==> config.mk <==
export PLATFORM = sky130hd
export DESIGN_NAME = pipe_mdu_seq_flat
export DESIGN_NICKNAME = d
export VERILOG_FILES = /design/src/rtl/pipe_mdu_seq_if.sv /design/src/rtl/pipe_mdu_seq.sv /design/src/flat_wrapper.sv
export SDC_FILE = /design/constraint.sdc
export NUM_CORES = 1
export LEC_CHECK = 0
export BUFFER_PORTS_ARGS = -buffer_cell sky130_fd_sc_hd__buf_2
export CORE_UTILIZATION = 45
export CTS_BUF_LIST = sky130_fd_sc_hd__clkbuf_4 sky130_fd_sc_hd__clkbuf_8
export DETAILED_ROUTE_END_ITERATION = 10
export REMOVE_ABC_BUFFERS = 1
export SYNTH_ARGS = -nofsm -noshare
export SYNTH_HDL_FRONTEND = slang
export SYNTH_SLANG_ARGS = --single-unit
==> constraint.sdc <==
create_clock -name clk -period 4.5 [get_ports clk]
set_clock_uncertainty 0.2 [all_clocks]
set_input_delay 0.9 -clock clk [delete_from_list [all_inputs] [get_ports clk]]
set_output_delay 0.9 -clock clk [all_outputs]
set_load 0.01 [all_outputs]
==> src/rtl/pipe_mdu_seq_if.sv <==
`default_nettype none
// ============================================================================
//  Module      : pipe_mdu_seq_if
//  Description : EX/ID/WB-facing signal bundle for the multiply/divide unit.
//  Revision    : 1.0 - initial release
// ============================================================================
interface pipe_mdu_seq_if #(
    parameter int WIDTH = 32
);
    logic             start;
    logic [1:0]       op;
    logic [WIDTH-1:0] a;
    logic [WIDTH-1:0] b;
    logic             id_mfhi;
    logic             id_mflo;
    logic             id_mdop;
    logic             wr_hi;
    logic             wr_lo;
    logic [WIDTH-1:0] wdata;
    logic [WIDTH-1:0] hi;
    logic [WIDTH-1:0] lo;
    logic             busy;
    logic             stall;
    logic             done;

    modport master (
        output start, op, a, b, id_mfhi, id_mflo, id_mdop, wr_hi, wr_lo, wdata,
        input  hi, lo, busy, stall, done
    );

    modport slave (
        input  start, op, a, b, id_mfhi, id_mflo, id_mdop, wr_hi, wr_lo, wdata,
        output hi, lo, busy, stall, done
    );
endinterface
`default_nettype wire

==> src/rtl/pipe_mdu_seq.sv <==
`default_nettype none
// ============================================================================
//  Module      : pipe_mdu_seq
//  Description : Iterative MULT/MULTU/DIV/DIVU sequencer with HI/LO registers.
//  Revision    : 1.0 - initial release
// ============================================================================
module pipe_mdu_seq #(
    parameter int WIDTH = 32
) (
    input  logic          clk,
    input  logic          clrn,
    pipe_mdu_seq_if.slave bus
);
    localparam int               CNT_W   = (WIDTH > 1) ? $clog2(WIDTH) : 1;
    localparam logic [CNT_W-1:0] CNT_MAX = CNT_W'(WIDTH - 1);

    localparam logic [1:0] S_IDLE = 2'd0;
    localparam logic [1:0] S_RUN  = 2'd1;
    localparam logic [1:0] S_FIX  = 2'd2;

    logic [1:0]       state_q,  state_d;
    logic [CNT_W-1:0] cnt_q,    cnt_d;
    logic [WIDTH-1:0] acc_hi_q, acc_hi_d;
    logic [WIDTH-1:0] acc_lo_q, acc_lo_d;
    logic [WIDTH-1:0] opnd_q,   opnd_d;
    logic             is_div_q, is_div_d;
    logic             sa_q,     sa_d;
    logic             sb_q,     sb_d;
    logic             bz_q,     bz_d;
    logic [WIDTH-1:0] hi_q,     hi_d;
    logic [WIDTH-1:0] lo_q,     lo_d;
    logic             done_q,   done_d;

    logic               w_signed;
    logic               w_sa;
    logic               w_sb;
    logic [WIDTH-1:0]   w_abs_a;
    logic [WIDTH-1:0]   w_abs_b;
    logic [WIDTH:0]     w_mul_sum;
    logic [WIDTH:0]     w_div_shift;
    logic [WIDTH:0]     w_div_diff;
    logic [2*WIDTH-1:0] w_prod;
    logic [2*WIDTH-1:0] w_prod_fix;
    logic [WIDTH-1:0]   w_quo_fix;
    logic [WIDTH-1:0]   w_rem_fix;

    assign w_signed = ~bus.op[0];
    assign w_sa     = w_signed & bus.a[WIDTH-1];
    assign w_sb     = w_signed & bus.b[WIDTH-1];
    assign w_abs_a  = w_sa ? (~bus.a + 1'b1) : bus.a;
    assign w_abs_b  = w_sb ? (~bus.b + 1'b1) : bus.b;

    // Multiply: {acc_hi,acc_lo} shifts right; acc_lo starts as the multiplier.
    assign w_mul_sum = {1'b0, acc_hi_q} + (acc_lo_q[0] ? {1'b0, opnd_q} : {(WIDTH+1){1'b0}});

    // Divide: acc_hi is the partial remainder, acc_lo shifts dividend out / quotient in.
    assign w_div_shift = {acc_hi_q, acc_lo_q[WIDTH-1]};
    assign w_div_diff  = w_div_shift - {1'b0, opnd_q};

    assign w_prod     = {acc_hi_q, acc_lo_q};
    assign w_prod_fix = (sa_q ^ sb_q) ? (~w_prod + 1'b1) : w_prod;
    // A zero divisor always yields an all-ones quotient regardless of sign.
    assign w_quo_fix  = bz_q ? {WIDTH{1'b1}}
                      : ((sa_q ^ sb_q) ? (~acc_lo_q + 1'b1) : acc_lo_q);
    assign w_rem_fix  = sa_q ? (~acc_hi_q + 1'b1) : acc_hi_q;

    always_comb begin
        state_d  = state_q;
        cnt_d    = cnt_q;
        acc_hi_d = acc_hi_q;
        acc_lo_d = acc_lo_q;
        opnd_d   = opnd_q;
        is_div_d = is_div_q;
        sa_d     = sa_q;
        sb_d     = sb_q;
        bz_d     = bz_q;
        hi_d     = hi_q;
        lo_d     = lo_q;
        done_d   = 1'b0;
        case (state_q)
            S_IDLE: begin
                if (bus.start) begin
                    is_div_d = bus.op[1];
                    sa_d     = w_sa;
                    sb_d     = w_sb;
                    bz_d     = bus.op[1] & (bus.b == {WIDTH{1'b0}});
                    acc_hi_d = {WIDTH{1'b0}};
                    acc_lo_d = bus.op[1] ? w_abs_a : w_abs_b;
                    opnd_d   = bus.op[1] ? w_abs_b : w_abs_a;
                    cnt_d    = CNT_MAX;
                    state_d  = S_RUN;
                end else begin
                    if (bus.wr_hi) hi_d = bus.wdata;
                    if (bus.wr_lo) lo_d = bus.wdata;
                end
            end
            S_RUN: begin
                if (is_div_q) begin
                    acc_hi_d = w_div_diff[WIDTH] ? w_div_shift[WIDTH-1:0] : w_div_diff[WIDTH-1:0];
                    acc_lo_d = {acc_lo_q[WIDTH-2:0], ~w_div_diff[WIDTH]};
                end else begin
                    acc_hi_d = w_mul_sum[WIDTH:1];
                    acc_lo_d = {w_mul_sum[0], acc_lo_q[WIDTH-1:1]};
                end
                if (cnt_q == {CNT_W{1'b0}}) begin
                    state_d = S_FIX;
                end else begin
                    cnt_d = cnt_q - CNT_W'(1);
                end
            end
            S_FIX: begin
                if (is_div_q) begin
                    hi_d = w_rem_fix;
                    lo_d = w_quo_fix;
                end else begin
                    hi_d = w_prod_fix[2*WIDTH-1:WIDTH];
                    lo_d = w_prod_fix[WIDTH-1:0];
                end
                done_d  = 1'b1;
                state_d = S_IDLE;
            end
            default: state_d = S_IDLE;
        endcase
    end

    always_ff @(posedge clk or negedge clrn) begin
        if (!clrn) begin
            state_q  <= S_IDLE;
            cnt_q    <= {CNT_W{1'b0}};
            acc_hi_q <= {WIDTH{1'b0}};
            acc_lo_q <= {WIDTH{1'b0}};
            opnd_q   <= {WIDTH{1'b0}};
            is_div_q <= 1'b0;
            sa_q     <= 1'b0;
            sb_q     <= 1'b0;
            bz_q     <= 1'b0;
            hi_q     <= {WIDTH{1'b0}};
            lo_q     <= {WIDTH{1'b0}};
            done_q   <= 1'b0;
        end else begin
            state_q  <= state_d;
            cnt_q    <= cnt_d;
            acc_hi_q <= acc_hi_d;
            acc_lo_q <= acc_lo_d;
            opnd_q   <= opnd_d;
            is_div_q <= is_div_d;
            sa_q     <= sa_d;
            sb_q     <= sb_d;
            bz_q     <= bz_d;
            hi_q     <= hi_d;
            lo_q     <= lo_d;
            done_q   <= done_d;
        end
    end

    assign bus.hi    = hi_q;
    assign bus.lo    = lo_q;
    assign bus.busy  = (state_q != S_IDLE);
    assign bus.stall = bus.busy & (bus.id_mfhi | bus.id_mflo | bus.id_mdop);
    assign bus.done  = done_q;

endmodule
`default_nettype wire

==> src/flat_wrapper.sv <==
// flat-port wrapper written by rule: the top's interface ports become plain ports
module pipe_mdu_seq_flat 
#(
    parameter int WIDTH = 32
)
  (clk, clrn, bus_start, bus_op, bus_a, bus_b, bus_id_mfhi, bus_id_mflo, bus_id_mdop, bus_wr_hi, bus_wr_lo, bus_wdata, bus_hi, bus_lo, bus_busy, bus_stall, bus_done);
  pipe_mdu_seq_if #(.WIDTH(WIDTH)) bus_i ();
  input  logic clk;
  input  logic clrn;
  input wire logic [$bits(bus_i.start)-1:0] bus_start;
  input wire logic [$bits(bus_i.op)-1:0] bus_op;
  input wire logic [$bits(bus_i.a)-1:0] bus_a;
  input wire logic [$bits(bus_i.b)-1:0] bus_b;
  input wire logic [$bits(bus_i.id_mfhi)-1:0] bus_id_mfhi;
  input wire logic [$bits(bus_i.id_mflo)-1:0] bus_id_mflo;
  input wire logic [$bits(bus_i.id_mdop)-1:0] bus_id_mdop;
  input wire logic [$bits(bus_i.wr_hi)-1:0] bus_wr_hi;
  input wire logic [$bits(bus_i.wr_lo)-1:0] bus_wr_lo;
  input wire logic [$bits(bus_i.wdata)-1:0] bus_wdata;
  output wire logic [$bits(bus_i.hi)-1:0] bus_hi;
  output wire logic [$bits(bus_i.lo)-1:0] bus_lo;
  output wire logic [$bits(bus_i.busy)-1:0] bus_busy;
  output wire logic [$bits(bus_i.stall)-1:0] bus_stall;
  output wire logic [$bits(bus_i.done)-1:0] bus_done;
  assign bus_i.start = bus_start;
  assign bus_i.op = bus_op;
  assign bus_i.a = bus_a;
  assign bus_i.b = bus_b;
  assign bus_i.id_mfhi = bus_id_mfhi;
  assign bus_i.id_mflo = bus_id_mflo;
  assign bus_i.id_mdop = bus_id_mdop;
  assign bus_i.wr_hi = bus_wr_hi;
  assign bus_i.wr_lo = bus_wr_lo;
  assign bus_i.wdata = bus_wdata;
  assign bus_hi = bus_i.hi;
  assign bus_lo = bus_i.lo;
  assign bus_busy = bus_i.busy;
  assign bus_stall = bus_i.stall;
  assign bus_done = bus_i.done;
  pipe_mdu_seq #(.WIDTH(WIDTH)) u_core (.clk(clk), .clrn(clrn), .bus(bus_i));
endmodule
; Yosys cells after proc, flatten, opt, wreduce, memory -nomap -nowiden
; Cells that the tools add are included.
[totals]
reg_bits = 172
in_bits = 106
out_inout_bits = 67
wordCells = 85
[classes]
n_addsub = 8
eq_ne = 8
mux = 31
n_bitwise = 14
n_reduce_logical = 12
[op_table]
columns = op, n
row1 = 2-to-1 mux 32 bit, 19
row2 = one-hot mux 32 bit (2 select lines), 4
row3 = "adder 32 x 1 -> 32 bit, second input constant", 4
row4 = NOT 32 bit, 4
row5 = "adder 64 x 1 -> 64 bit, second input constant", 1
row6 = 2-to-1 mux 64 bit, 1
row7 = NOT 64 bit, 1
row8 = adder 32 x 33 -> 33 bit, 1
row9 = subtractor 33 x 32 -> 33 bit, 1
row10 = zero test 32 bit, 1
row11 = 2-to-1 mux 5 bit, 2
row12 = "inequality test 2 bit, second input constant", 5
row13 = one-hot mux 5 bit (2 select lines), 1
row14 = AND reduction 3 bit, 3
row15 = AND reduction 2 bit, 3
row16 = nonzero test 2 bit, 3
row17 = zero test 5 bit, 1
row18 = "subtractor 5 x 1 -> 5 bit, second input constant", 1
row19 = bitwise AND 1 bit, 4
row20 = 2-to-1 mux 2 bit, 2
row21 = one-hot mux 2 bit (2 select lines), 1
row22 = "equality test 2 x 1 -> 1 bit, second input constant", 1
row23 = "equality test 2 bit, second input constant", 1
row24 = zero test 2 bit, 1
row25 = other kinds (5), 7

; Longest topological paths before layout
; Gate-level depths: netlist (run 1).
[depth]
ltp_word = 6
ltp_mapped = 14
mapped_depth_nobuf = 14

; Worst setup path after synthesis (run 1)
; Ideal clock, no wire load.
[synth_timing]
kind = reg-to-reg
start = register u_core.acc_lo_q[0]
end = register u_core.acc_hi_q[31]
setup_time_ns = 0.152
t_arrival_ns = 3.302
required_ns = 4.148
setup_slack_ns = 0.846
path_stages_with_launch = 15
n_path_buf = 1
period_less_slack_ns = 3.654
path_cell_list = dfrtp_1 > inv_1 > clkbuf_1 > nor2_1 > ha_1 > a21o_1 > nand2_1 > o21ai_0 > nor3_1 > a2111oi_0 > a311oi_1 > nor2b_1 > o311a_1 > o22ai_1 > a41oi_1
[synth_via]
elab_chain_len = 4
[synth_rtl]
columns = element, line_no
row1 = from (decl), pipe_mdu_seq.sv:24  ; logic [WIDTH-1:0] acc_lo_q, acc_lo_d;
row2 = from (signal assigned), pipe_mdu_seq.sv:131  ; acc_lo_q <= {WIDTH{1'b0}};
row3 = from (signal assigned), pipe_mdu_seq.sv:144  ; acc_lo_q <= acc_lo_d;
row4 = 2-to-1 mux 32 bit, pipe_mdu_seq.sv:54  ; assign w_mul_sum = {1'b0, acc_hi_q} + (acc_lo_q[0] ? {1'b0, opnd_q} : {(WIDTH+1){1'b0}});
row5 = adder 32 x 33 -> 33 bit, pipe_mdu_seq.sv:54
row6 = 2-to-1 mux 32 bit, pipe_mdu_seq.sv:98  ; if (is_div_q) begin
row7 = one-hot mux 32 bit (2 select lines), pipe_mdu_seq.sv:80  ; case (state_q)
row8 = to (signal assigned), pipe_mdu_seq.sv:130  ; acc_hi_q <= {WIDTH{1'b0}};
row9 = to (signal assigned), pipe_mdu_seq.sv:143  ; acc_hi_q <= acc_hi_d;
row10 = to (decl), pipe_mdu_seq.sv:23  ; logic [WIDTH-1:0] acc_hi_q, acc_hi_d;
; No other way between the ends.
; A chain may end at the register's enable or synchronous reset.

; Final worst setup path (run 1)
; Same ends and word-level chain as after synthesis.

==> metrics.md, run 1 <==
| Metric | Value |
|---|---|
| Status | `finished clean` |
| Post-synthesis register bit count | `172` |
| H-tree depth | `4` |
| Most frequent cells in the layout | `nand2_1 (178), buf_2 (171), dfrtp_1 (171), nor2_1 (162), o21ai_0 (160)` |
| First-iteration detailed-routing DRC count | `between 1000 and 1500` |
| Port Buffers | `172` |
| ANT cells | `0` |
| Core ar. | `31900 um2` |
| Max Cap Viol | `0` |
| CTS tree | `built` |
| Total setup buffers inserted after CTS | `0` |
| Syn Inst Count | `roughly 1800` |
| Worst hold margin | `0.290 ns` |
| Wire per inst | `between 20 and 25 um` |
| FP Rows | `65` |
| Seq/Total Area, Yosys | `0.293` |
| Critical path class | `flop to flop` |
| Final TNS setup | `0 ns` |
| Via-to-Cell Ratio | `6.05` |
| PD cells | `910 nW/um2` |
| Yosys warns | `0` |
| Worst Tran Pin Value | `1.09 ns` |
| Final Hold Viols | `0` |
| Worst slew margin | `0.270` |
| DRC Markers | `0` |
| Layout fillers | `3189` |
| Commonest non-fill, non-tap cell in the layout | `nand2_1` |
| CP endpoint kind | `flop` |
| Worst Hold Class | `flop to flop` |
| Clk Latency, worst-skew pair | `0.50 ns` |
| Reg clk slew, reported paths | `0.10 ns` |
| Fin crit period | `3.99 ns` |
| Register area | `around 4300 um2` |
| Count of flip-flops with a built-in enable after synthesis | `0` |
| Clock sink total | `172` |
| Die area | `33400 um2` |
| CP Max Fanout | `10` |
| Number of global-route vias before repair | `about 14000` |
| Post-CTS Resized | `0` |
| Critical Path RT | `about 4.6 ns` |
| Multi-input logic area | `9760 um2` |
| Final Max Tran Viols | `0` |
| Largest net degree at the start of global routing | `102` |
| Final ANT Viol Nets | `0` |
| Peak supply drop | `roughly 0.6 mV` |
| Final wirelength | `roughly 52000 um` |
| Total gr overflow | `0` |
| Final nets | `2124` |
| F_max | `250 MHz` |
| Root Driver | `clkbuf_8` |
| Syn_area_per_cell | `8.07 um2` |
| Initial antenna violation count | `1` |
| Hold Buf Count CTS | `0` |
| Via count | `14500` |
| Placed cells | `2362` |
| Total GRT Usage | `0.310` |
| Crit path DAT | `4.13 ns` |
| Initial Util | `0.461` |
| Library cells used by synthesis | `76` |
| Synth Cell Area | `14700 um2` |
| Area grow syn2layout | `12.3%` |
| Layout cells sized above 1 | `0.144` |
| Die height | `183 um` |
| GPL Wtd Cong | `0.970` |
| Die W | `183 um` |
| Final Util | `0.518` |
| First-pass GRT wire length | `79400 um` |
| CP Launch Type | `flop` |
| Lkg Pwr | `7.11 nW` |
| RSZ-0062 raised after global routing | `no` |
| Final Setup Violations | `0` |
| Non-filler cells, final | `between 2000 and 2500` |
| IO Pins | `173` |
| DR pass1 iterations | `6` |
| CTS Buffer Depth | `2` |
| Async S/R FF share, synth | `1.00` |
| Post-DP HPWL | `39600 um` |
| Total CTS buffers | `17` |
| Primary FF master, synth | `dfrtp_1` |
| Tcrit/Tclk final | `0.887` |
[registers in the layout (all words and copies together), names as in the netlist]
register / cells
u_core.bus.done: 1
u_core.bus.hi: 32
u_core.bus.lo: 32
u_core.sa_q: 1
u_core.acc_lo_q: 32
u_core.is_div_q: 1
u_core.cnt_q: 5
u_core.acc_hi_q: 32
u_core.opnd_q: 32
u_core.bz_q: 1
u_core.state_q: 2
u_core.sb_q: 1
[routing by layer]
layer  up-vias  track usage  wire [um]
met2       555        0.488      23200
met4         2        0.143       2190
met3       123       0.0451       3350
met1      6900        0.420      22900
met5         -            0          8
li1       6909            -          -
[synthesized netlist by cell type, types with 19 or more instances]
master | instances | area [um2]
a21oi_1 | 152 | 761
xnor2_1 | 107 | 937
o211ai_1 | 31 | 233
a221o_1 | 19 | 190
nand3_1 | 26 | 130
nor3_1 | 33 | 165
a22oi_1 | 29 | 218
o31ai_1 | 25 | 188
o22ai_1 | 19 | 119
a21o_1 | 37 | 278
nand2_1 | 179 | 672
xor2_1 | 72 | 631
clkbuf_1 | 97 | 364
o21ai_0 | 160 | 801
a31oi_1 | 22 | 138
ha_1 | 70 | 876
inv_1 | 61 | 229
mux2i_1 | 78 | 781
dfrtp_1 | 172 | 4300
nor2_1 | 163 | 612
a211oi_1 | 46 | 345
[power by group]
part           switching (mW)  leakage [nW]  total, mW  internal (mW)
Combinational            6.10          4.86       10.4           4.34
Clock                   0.661         0.211       1.20          0.536
Sequential               1.06          2.04       3.39           2.33
Total                    7.83          7.11       15.0           7.20
[path summary, 6_finish.rpt]
path | start | end | slack [ns] | cells after the start
worst min-delay path | u_core.bus.lo[26] | u_core.bus.lo[26] | 0.29 | 2
min in group asynchronous | clrn | u_core.acc_hi_q[12] | 0.30 | 1
worst max-delay path | u_core.acc_lo_q[0] | u_core.acc_hi_q[31] | 0.51 | 15
worst max register to register | u_core.acc_lo_q[0] | u_core.acc_hi_q[31] | 0.51 | 15
worst min register to register | u_core.bus.lo[26] | u_core.bus.lo[26] | 0.29 | 2
max in group asynchronous | clrn | u_core.is_div_q | 2.93 | 2
[worst max-delay path: stages, from the launching register on]
cell and delay, ns:
dfrtp_1 0.46, inv_1 0.27, buf_4 0.23, nor2_1 0.06
ha_1 0.34, a21oi_1 0.26, a2bb2oi_1 0.19, o31ai_1 0.11
nor3_1 0.22, a2111oi_0 0.11, buf_4 0.18, a311oi_1 0.51
nor2b_1 0.11, o311a_1 0.35, o22ai_1 0.16, a41oi_1 0.06
[kinds of logic (layout without fill, tap and decap cells)]
| group | Yosys count | after routing | synth area share |
|---|---|---|---|
| multiplexers | 81 | 81 | 0.0554 |
| buffers and inverters | 177 | 312 | 0.0464 |
| flip-flops | 172 | 172 | 0.293 |
| AO/OA/AOI/OAI | 619 | 619 | 0.269 |
| AND/OR/NAND/NOR | 522 | 522 | 0.166 |
| adder cells (fa/ha/maj) | 72 | 72 | 0.0623 |
| XOR/XNOR | 180 | 180 | 0.108 |
[layout make-up]
type / count / share of cell area
tap: 435 / 0.0330
clock inverter: 12 / 0.00902
clock buffer: 19 / 0.0158
sequential: 172 / 0.261
multi-input combinational: 1474 / 0.591
inverter: 63 / 0.0143
timing repair buffer: 218 / 0.0757
[per-stage QoR]
step	setup slack [ns]	cell area, um2	power (mW)
after floorplan	-0.651	14300	10.3
after global placement	0.584	16100	13.5
after detailed placement	0.540	16100	13.6
after CTS	0.492	16500	14.9
after global routing	0.144	16500	16.2
final	0.507	16500	15.0
Note: power is estimated with default switching activity, not from simulation.
==> run 2: changes to the inputs <==
--- a/config.mk
+++ b/config.mk
@@ -9,7 +9,6 @@
 export CORE_UTILIZATION = 45
 export CTS_BUF_LIST = sky130_fd_sc_hd__clkbuf_4 sky130_fd_sc_hd__clkbuf_8
 export DETAILED_ROUTE_END_ITERATION = 10
-export REMOVE_ABC_BUFFERS = 1
 export SYNTH_ARGS = -nofsm -noshare
 export SYNTH_HDL_FRONTEND = slang
 export SYNTH_SLANG_ARGS = --single-unit
==> metrics.md, run 2 (synthesized netlist as in run 1, its figures left out) <==
| Metric | Value |
|---|---|
| Number of global-route vias before repair | `13200 (was 13600)` |
| Final TNS setup | `0 ns (unchanged)` |
| Pre-CTS setup slack | `0.450 ns (was 0.540 ns)` |
| CTS tree | `built (unchanged)` |
| Syn_nets | `between 2000 and 2500` |
| Layout fillers | `3171 (was 3189)` |
| Post-CTS Resized | `0 (unchanged)` |
| Setup WS post-layout | `0.364 ns (was 0.507 ns)` |
| Tcrit/Tclk final | `0.919 (was 0.887)` |
| Crit-path cells | `inv_1, buf_4, nor2_1, ha_1, a21o_1, nand2_1, o21ai_0, nor3_1, a2111oi_0, buf_4, a311oi_1, nor2b_1, o311a_1, o22ai_1, a41oi_1 (was inv_1, buf_4, nor2_1, ha_1, a21oi_1, a2bb2oi_1, o31ai_1, nor3_1, a2111oi_0, buf_4, a311oi_1, nor2b_1, o311a_1, o22ai_1, a41oi_1)` |
| DRC Markers | `0 (unchanged)` |
| Critical Path Max Stage Delay | `0.52 ns (was 0.51 ns)` |
| Peak supply drop | `0.492 mV (was 0.614 mV)` |
| PD cells | `902 nW/um2 (was 910 nW/um2)` |
| Largest net degree at the start of global routing | `102 (unchanged)` |
| Initial Util | `0.461 (unchanged)` |
| Total setup buffers inserted after CTS | `0 (unchanged)` |
| H-tree depth | `4 (unchanged)` |
| RSZ-0062 raised after global routing | `no (unchanged)` |
| First-pass GRT wire length | `79100 um (was 79400 um)` |
| F_max | `242 MHz (was 250 MHz)` |
| Non-filler cells, final | `2390 (was 2393)` |
| Commonest non-fill, non-tap cell in the layout | `nand2_1 (unchanged)` |
| CP bufs+invs | `3 (unchanged)` |
| CP endpoint kind | `flop (unchanged)` |
| Clk Latency, worst-skew pair | `0.50 ns (about the same)` |
| Reg clk slew, reported paths | `0.11 ns (was 0.10 ns)` |
| Final Setup Violations | `0 (unchanged)` |
| IO Pins | `173 (unchanged)` |
| Register area | `4310 um2 (unchanged)` |
| Post-DP HPWL | `40000 um (was 39600 um)` |
| Cell area after layout | `16500 um2 (about the same)` |
| Initial antenna violation count | `0 (was 1)` |
| Total gr overflow | `0 (unchanged)` |
| Placed cells | `2358 (was 2362)` |
| GPL Wtd Cong | `0.953 (was 0.970)` |
| DR pass1 iterations | `5 (was 6)` |
| Multi-input logic area | `9750 um2 (was 9760 um2)` |
| Total GRT Usage | `0.310 (about the same)` |
| Via-to-Cell Ratio | `6.08 (was 6.05)` |
| Fin crit period | `4.14 ns (was 3.99 ns)` |
| Final Max Tran Viols | `0 (unchanged)` |
| Final nets | `2120 (was 2124)` |
| Wire per inst | `21.5 um (was 21.6 um)` |
| Worst Tran Pin Value | `1.03 ns (was 1.09 ns)` |
| FP Rows | `65 (unchanged)` |
| Port Buffers | `172 (unchanged)` |
| Total CTS buffers | `17 (unchanged)` |
| Worst Hold Class | `input pin to asynchronous set/reset pin (was flop to flop)` |
| Most frequent cells in the layout | `nand2_1 (178), buf_2 (171), dfrtp_1 (171), nor2_1 (163), o21ai_0 (160) (was nand2_1 (178), buf_2 (171), dfrtp_1 (171), nor2_1 (162), o21ai_0 (160))` |
| Reg2Reg Setup Slack | `0.36 ns (was 0.51 ns)` |
| CP top delay family | `compound AO/OA/AOI/OAI gates (unchanged)` |
| Root Driver | `clkbuf_8 (unchanged)` |
| Slowest CP cell | `a311oi_1 (unchanged)` |
| Hold Buf Count CTS | `0 (unchanged)` |
| Final wirelength | `51400 um (was 51600 um)` |
| Die area | `33400 um2 (unchanged)` |
| Layout cells sized above 1 | `0.142 (was 0.144)` |
| Critical path class | `flop to flop (unchanged)` |
| Crit path DAT | `4.29 ns (was 4.13 ns)` |
| Final ANT Viol Nets | `0 (unchanged)` |
| CP Max Fanout | `10 (unchanged)` |
| ANT cells | `0 (unchanged)` |
| Area grow syn2layout | `11.9% (was 12.3%)` |
| Status | `finished clean (unchanged)` |
| Worst hold margin | `0.223 ns (was 0.290 ns)` |
| Die W | `183 um (unchanged)` |
| Lkg Pwr | `7.08 nW (was 7.11 nW)` |
| Core ar. | `31900 um2 (unchanged)` |
| CP Launch Type | `flop (unchanged)` |
| Via count | `14500 (about the same)` |
| Max Cap Viol | `0 (unchanged)` |
| Most used cell, CP | `buf_4 (unchanged)` |
| Placed instance area | `16000 um2 (was 16100 um2)` |
| First-iteration detailed-routing DRC count | `1288 (was 1235)` |
| Worst slew margin | `0.311 (was 0.270)` |
| CTS Buffer Depth | `2 (unchanged)` |
| Die height | `183 um (unchanged)` |
| Clock sink total | `172 (unchanged)` |
| Critical Path RT | `4.65 ns (was 4.64 ns)` |
| Final Hold Viols | `0 (unchanged)` |
[run 2: worst reg2reg max path: stages (launching register included)]
cell and delay, ns:
dfrtp_1 0.51, inv_1 0.37, buf_4 0.24, nor2_1 0.06, ha_1 0.34, a21o_1 0.22
nand2_1 0.06, o21ai_0 0.14, nor3_1 0.28, a2111oi_0 0.17, buf_4 0.18, a311oi_1 0.52
nor2b_1 0.12, o311a_1 0.36, o22ai_1 0.18, a41oi_1 0.06
[run 2: final cells by class]
class	instances	area share
flip-flops and latches	172	0.262
clock inverters	13	0.00875
clock buffers	19	0.0159
well taps	435	0.0331
repair buffers	214	0.0734
inverters	63	0.0144
multi-input cells	1474	0.593
[run 2: metrics by stage]
step / total power, mW / util
2_1_floorplan: 10.5 / -
5_1_grt: 16.0 / 0.516
6_report: 14.8 / 0.516
4_1_cts: 14.8 / 0.516
3_3_place_gp: 13.4 / 0.503
3_5_place_dp: 13.6 / 0.503
[run 2: worst paths after layout]
check                           depth (start not counted)                   to               start
worst max-delay path                                   15  u_core.acc_hi_q[31]  u_core.acc_lo_q[0]
worst min-delay path                                    1   u_core.acc_hi_q[3]                clrn
worst max register to register                         15  u_core.acc_hi_q[31]  u_core.acc_lo_q[0]
worst min register to register                          2    u_core.bus.lo[23]   u_core.bus.lo[23]
max in group asynchronous                               2    u_core.opnd_q[25]                clrn
min in group clk                                        2    u_core.bus.lo[23]   u_core.bus.lo[23]
[run 2: report_power, final]
part	leakage [nW]	switching (mW)	internal, mW
clock network	0.207	0.709	0.448
logic	4.83	6.03	4.32
registers	2.04	1.01	2.33
total	7.08	7.75	7.10
[run 2: routing by layer]
layer	track usage	routed length, um
met1	0.439	23800
met2	0.485	23000
met3	0.0401	3100
met4	0.106	1500
met5	0	0
==> run 3: changes to the inputs <==
--- a/config.mk
+++ b/config.mk
@@ -9,6 +9,8 @@
 export CORE_UTILIZATION = 45
 export CTS_BUF_LIST = sky130_fd_sc_hd__clkbuf_4 sky130_fd_sc_hd__clkbuf_8
 export DETAILED_ROUTE_END_ITERATION = 10
+export MAX_ROUTING_LAYER = met4
+export PLACE_DENSITY = 0.72
 export SYNTH_ARGS = -nofsm -noshare
 export SYNTH_HDL_FRONTEND = slang
 export SYNTH_SLANG_ARGS = --single-unit
==> metrics.md, run 3 (synthesized netlist as in run 1, its figures left out) <==
| Metric | Value |
|---|---|
| Status | `finished clean (unchanged)` |
| DR pass1 iterations | `6 (was 5)` |
| Clock power frac | `0.080 (was 0.078)` |
| Reg2reg path depth | `15 (unchanged)` |
| Cell area after layout | `16400 um2 (was 16500 um2)` |
| CTS tree | `built (unchanged)` |
| Total setup buffers inserted after CTS | `0 (unchanged)` |
| Final nets | `2116 (was 2120)` |
| Total GRT Usage | `0.303 (was 0.310)` |
| Final Max Tran Viols | `0 (unchanged)` |
| CP endpoint kind | `flop (unchanged)` |
| Commonest non-fill, non-tap cell in the layout | `nand2_1 (unchanged)` |
| Fin crit period | `4.13 ns (was 4.14 ns)` |
| Slowest CP cell | `a311oi_1 (unchanged)` |
| Internal Power | `7.03 mW (was 7.10 mW)` |
| Die height | `183 um (unchanged)` |
| Comb pwr share | `0.689 (was 0.697)` |
| First-iteration detailed-routing DRC count | `1203 (was 1288)` |
| Worst Tran Pin Value | `1.02 ns (was 1.03 ns)` |
| Worst hold margin | `0.214 ns (was 0.223 ns)` |
| Initial antenna violation count | `0 (unchanged)` |
| Worst Hold Class | `input pin to asynchronous set/reset pin (unchanged)` |
| CP Max Fanout | `17 (was 10)` |
| Switching power of the nets | `7.75 mW (about the same)` |
| Area grow syn2layout | `11.9% (about the same)` |
| Clk Latency, worst-skew pair | `0.50 ns (about the same)` |
| CP top delay family | `compound AO/OA/AOI/OAI gates (unchanged)` |
| Initial Util | `0.461 (unchanged)` |
| Critical Path Max Stage Delay | `0.54 ns (was 0.52 ns)` |
| Crit-path cells | `inv_1, buf_4, nor2_1, ha_1, o21a_1, o2bb2ai_1, o31ai_1, nor3_1, a2111oi_0, buf_4, a311oi_1, nor2b_1, o311a_1, o22ai_1, a41oi_1 (was inv_1, buf_4, nor2_1, ha_1, a21o_1, nand2_1, o21ai_0, nor3_1, a2111oi_0, buf_4, a311oi_1, nor2b_1, o311a_1, o22ai_1, a41oi_1)` |
| Final wirelength | `49600 um (was 51400 um)` |
| First-pass GRT wire length | `76200 um (was 79100 um)` |
| Hold Buf Count CTS | `0 (unchanged)` |
| Most used cell, CP | `buf_4 (unchanged)` |
| Critical path class | `flop to flop (unchanged)` |
| Die area | `33400 um2 (unchanged)` |
| PD cells | `898 nW/um2 (was 902 nW/um2)` |
| Sw Ratio | `0.524 (was 0.522)` |
| Via-to-Cell Ratio | `6.10 (was 6.08)` |
| ANT cells | `0 (unchanged)` |
| Critical Path RT | `4.64 ns (was 4.65 ns)` |
| GPL Wtd Cong | `1.07 (was 0.953)` |
| CTS Buffer Depth | `2 (unchanged)` |
| Post-DP HPWL | `38800 um (was 40000 um)` |
| Final Hold Viols | `0 (unchanged)` |
| Critical path endpoint | `u_core.acc_hi_q[31] (unchanged)` |
| Core ar. | `31900 um2 (unchanged)` |
| CP Launch Type | `flop (unchanged)` |
| RSZ-0062 raised after global routing | `no (unchanged)` |
| Largest net degree at the start of global routing | `79 (was 102)` |
| Critical Path Start | `u_core.acc_lo_q[0] (unchanged)` |
| Final Util | `0.516 (about the same)` |
| Total gr overflow | `0 (unchanged)` |
| Final Power | `14.8 mW (about the same)` |
| Layout cells sized above 1 | `0.140 (was 0.142)` |
| Most frequent cells in the layout | `nand2_1 (178), buf_2 (171), dfrtp_1 (171), nor2_1 (163), o21ai_0 (160) (unchanged)` |
| DRC Markers | `0 (unchanged)` |
| Lkg Pwr | `7.07 nW (was 7.08 nW)` |
| Reg clk slew, reported paths | `0.13 ns (was 0.11 ns)` |
| WP depth | `15 (unchanged)` |
| Final TNS setup | `0 ns (unchanged)` |
| IO Pins | `173 (unchanged)` |
| Reg2Reg Setup Slack | `0.37 ns (was 0.36 ns)` |
| Setup WS post-layout | `0.373 ns (was 0.364 ns)` |
| Syn_nets | `2001 (unchanged)` |
| Root Driver | `clkbuf_8 (unchanged)` |
| Sequential share of power | `0.231 (was 0.225)` |
| F_max | `242 MHz (about the same)` |
| Post-CTS Resized | `0 (unchanged)` |
| Pre-CTS setup slack | `0.426 ns (was 0.450 ns)` |
| Worst slew margin | `0.315 (was 0.311)` |
| Total CTS buffers | `17 (unchanged)` |
| Wire per inst | `20.8 um (was 21.5 um)` |
| Final ANT Viol Nets | `0 (unchanged)` |
| Die W | `183 um (unchanged)` |
| Placed cells | `2354 (was 2358)` |
| Placed instance area | `16000 um2 (about the same)` |
| Final Setup Violations | `0 (unchanged)` |
| Peak supply drop | `0.764 mV (was 0.492 mV)` |
| Via count | `14600 (was 14500)` |
| R2r endpoint | `u_core.acc_hi_q[31] (unchanged)` |
| Crit path DAT | `4.27 ns (was 4.29 ns)` |
| Reg-to-Reg Start | `u_core.acc_lo_q[0] (unchanged)` |
| Port Buffers | `172 (unchanged)` |
| Tcrit/Tclk final | `0.917 (was 0.919)` |
| Max Cap Viol | `0 (unchanged)` |
| Clock sink total | `172 (unchanged)` |
| Non-filler cells, final | `2386 (was 2390)` |
| FP Rows | `65 (unchanged)` |
| Number of global-route vias before repair | `13500 (was 13200)` |
| CP bufs+invs | `3 (unchanged)` |
| H-tree depth | `4 (unchanged)` |
==> run 3: changes by cell type in the layout (fill, tap and decap cells not counted) <==
cell      before  now
inv_8          3    2
inv_12         0    1
clkbuf_8      19   17
buf_12         2    3
inv_6          6    4
o21bai_4       1    0
o21bai_2       0    1
buf_4         40   35
clkinv_4       1    2
clkinv_8       3    6
==> run 3: metal layers <==
| metal | routed length, um | GRT usage | up-vias |
|---|---|---|---|
| met4 | 1930 | 0.118 | 0 |
| met3 | 3700 | 0.0534 | 125 |
| li1 | - | - | 6898 |
| met1 | 21200 | 0.386 | 6893 |
| met5 | 0 | - | - |
| met2 | 22800 | 0.478 | 649 |
==> run 3: how the worst min path moves through the flow <==
stage	from	end	depth (start not counted)
floorplan	u_core.bz_q	u_core.bz_q	2
global placement	u_core.bus.lo[15]	u_core.bus.lo[15]	2
detailed placement	u_core.bus.lo[11]	u_core.bus.lo[11]	2
CTS	clrn	u_core.bus.hi[7]	1
global route	clrn	u_core.bus.done	1
finish	clrn	u_core.bus.hi[7]	1
==> run 3: area by class of cell <==
| cell class | instances | area, um2 |
|---|---|---|
| multi-input combinational | 1474 | 9750 |
| inverter | 63 | 236 |
| clock inverter | 15 | 189 |
| sequential | 172 | 4310 |
| fill | 3041 | 15400 |
| timing repair buffer | 210 | 1190 |
| clock buffer | 17 | 234 |
| tap | 435 | 544 |
==> run 3: power groups by stage <==
stage          logic, mW  registers (mW)  clock network, mW
2_1_floorplan       7.43            3.03                  0
3_3_place_gp        9.89            3.37                  0
3_5_place_dp        10.0            3.39                  0
4_1_cts             10.1            3.35               1.19
5_1_grt             11.1            3.48               1.25
6_report            10.2            3.41               1.18
==> run 3: worst register-to-register path: cells and delay by family (launching register included) <==
| kind | cells | cell delay, ns |
|---|---|---|
| fa+ha+maj | 1 | 0.34 |
| compound gates | 8 | 1.68 |
| buf+inv | 3 | 0.88 |
| simple gates | 3 | 0.42 |
| flops | 1 | 0.47 |
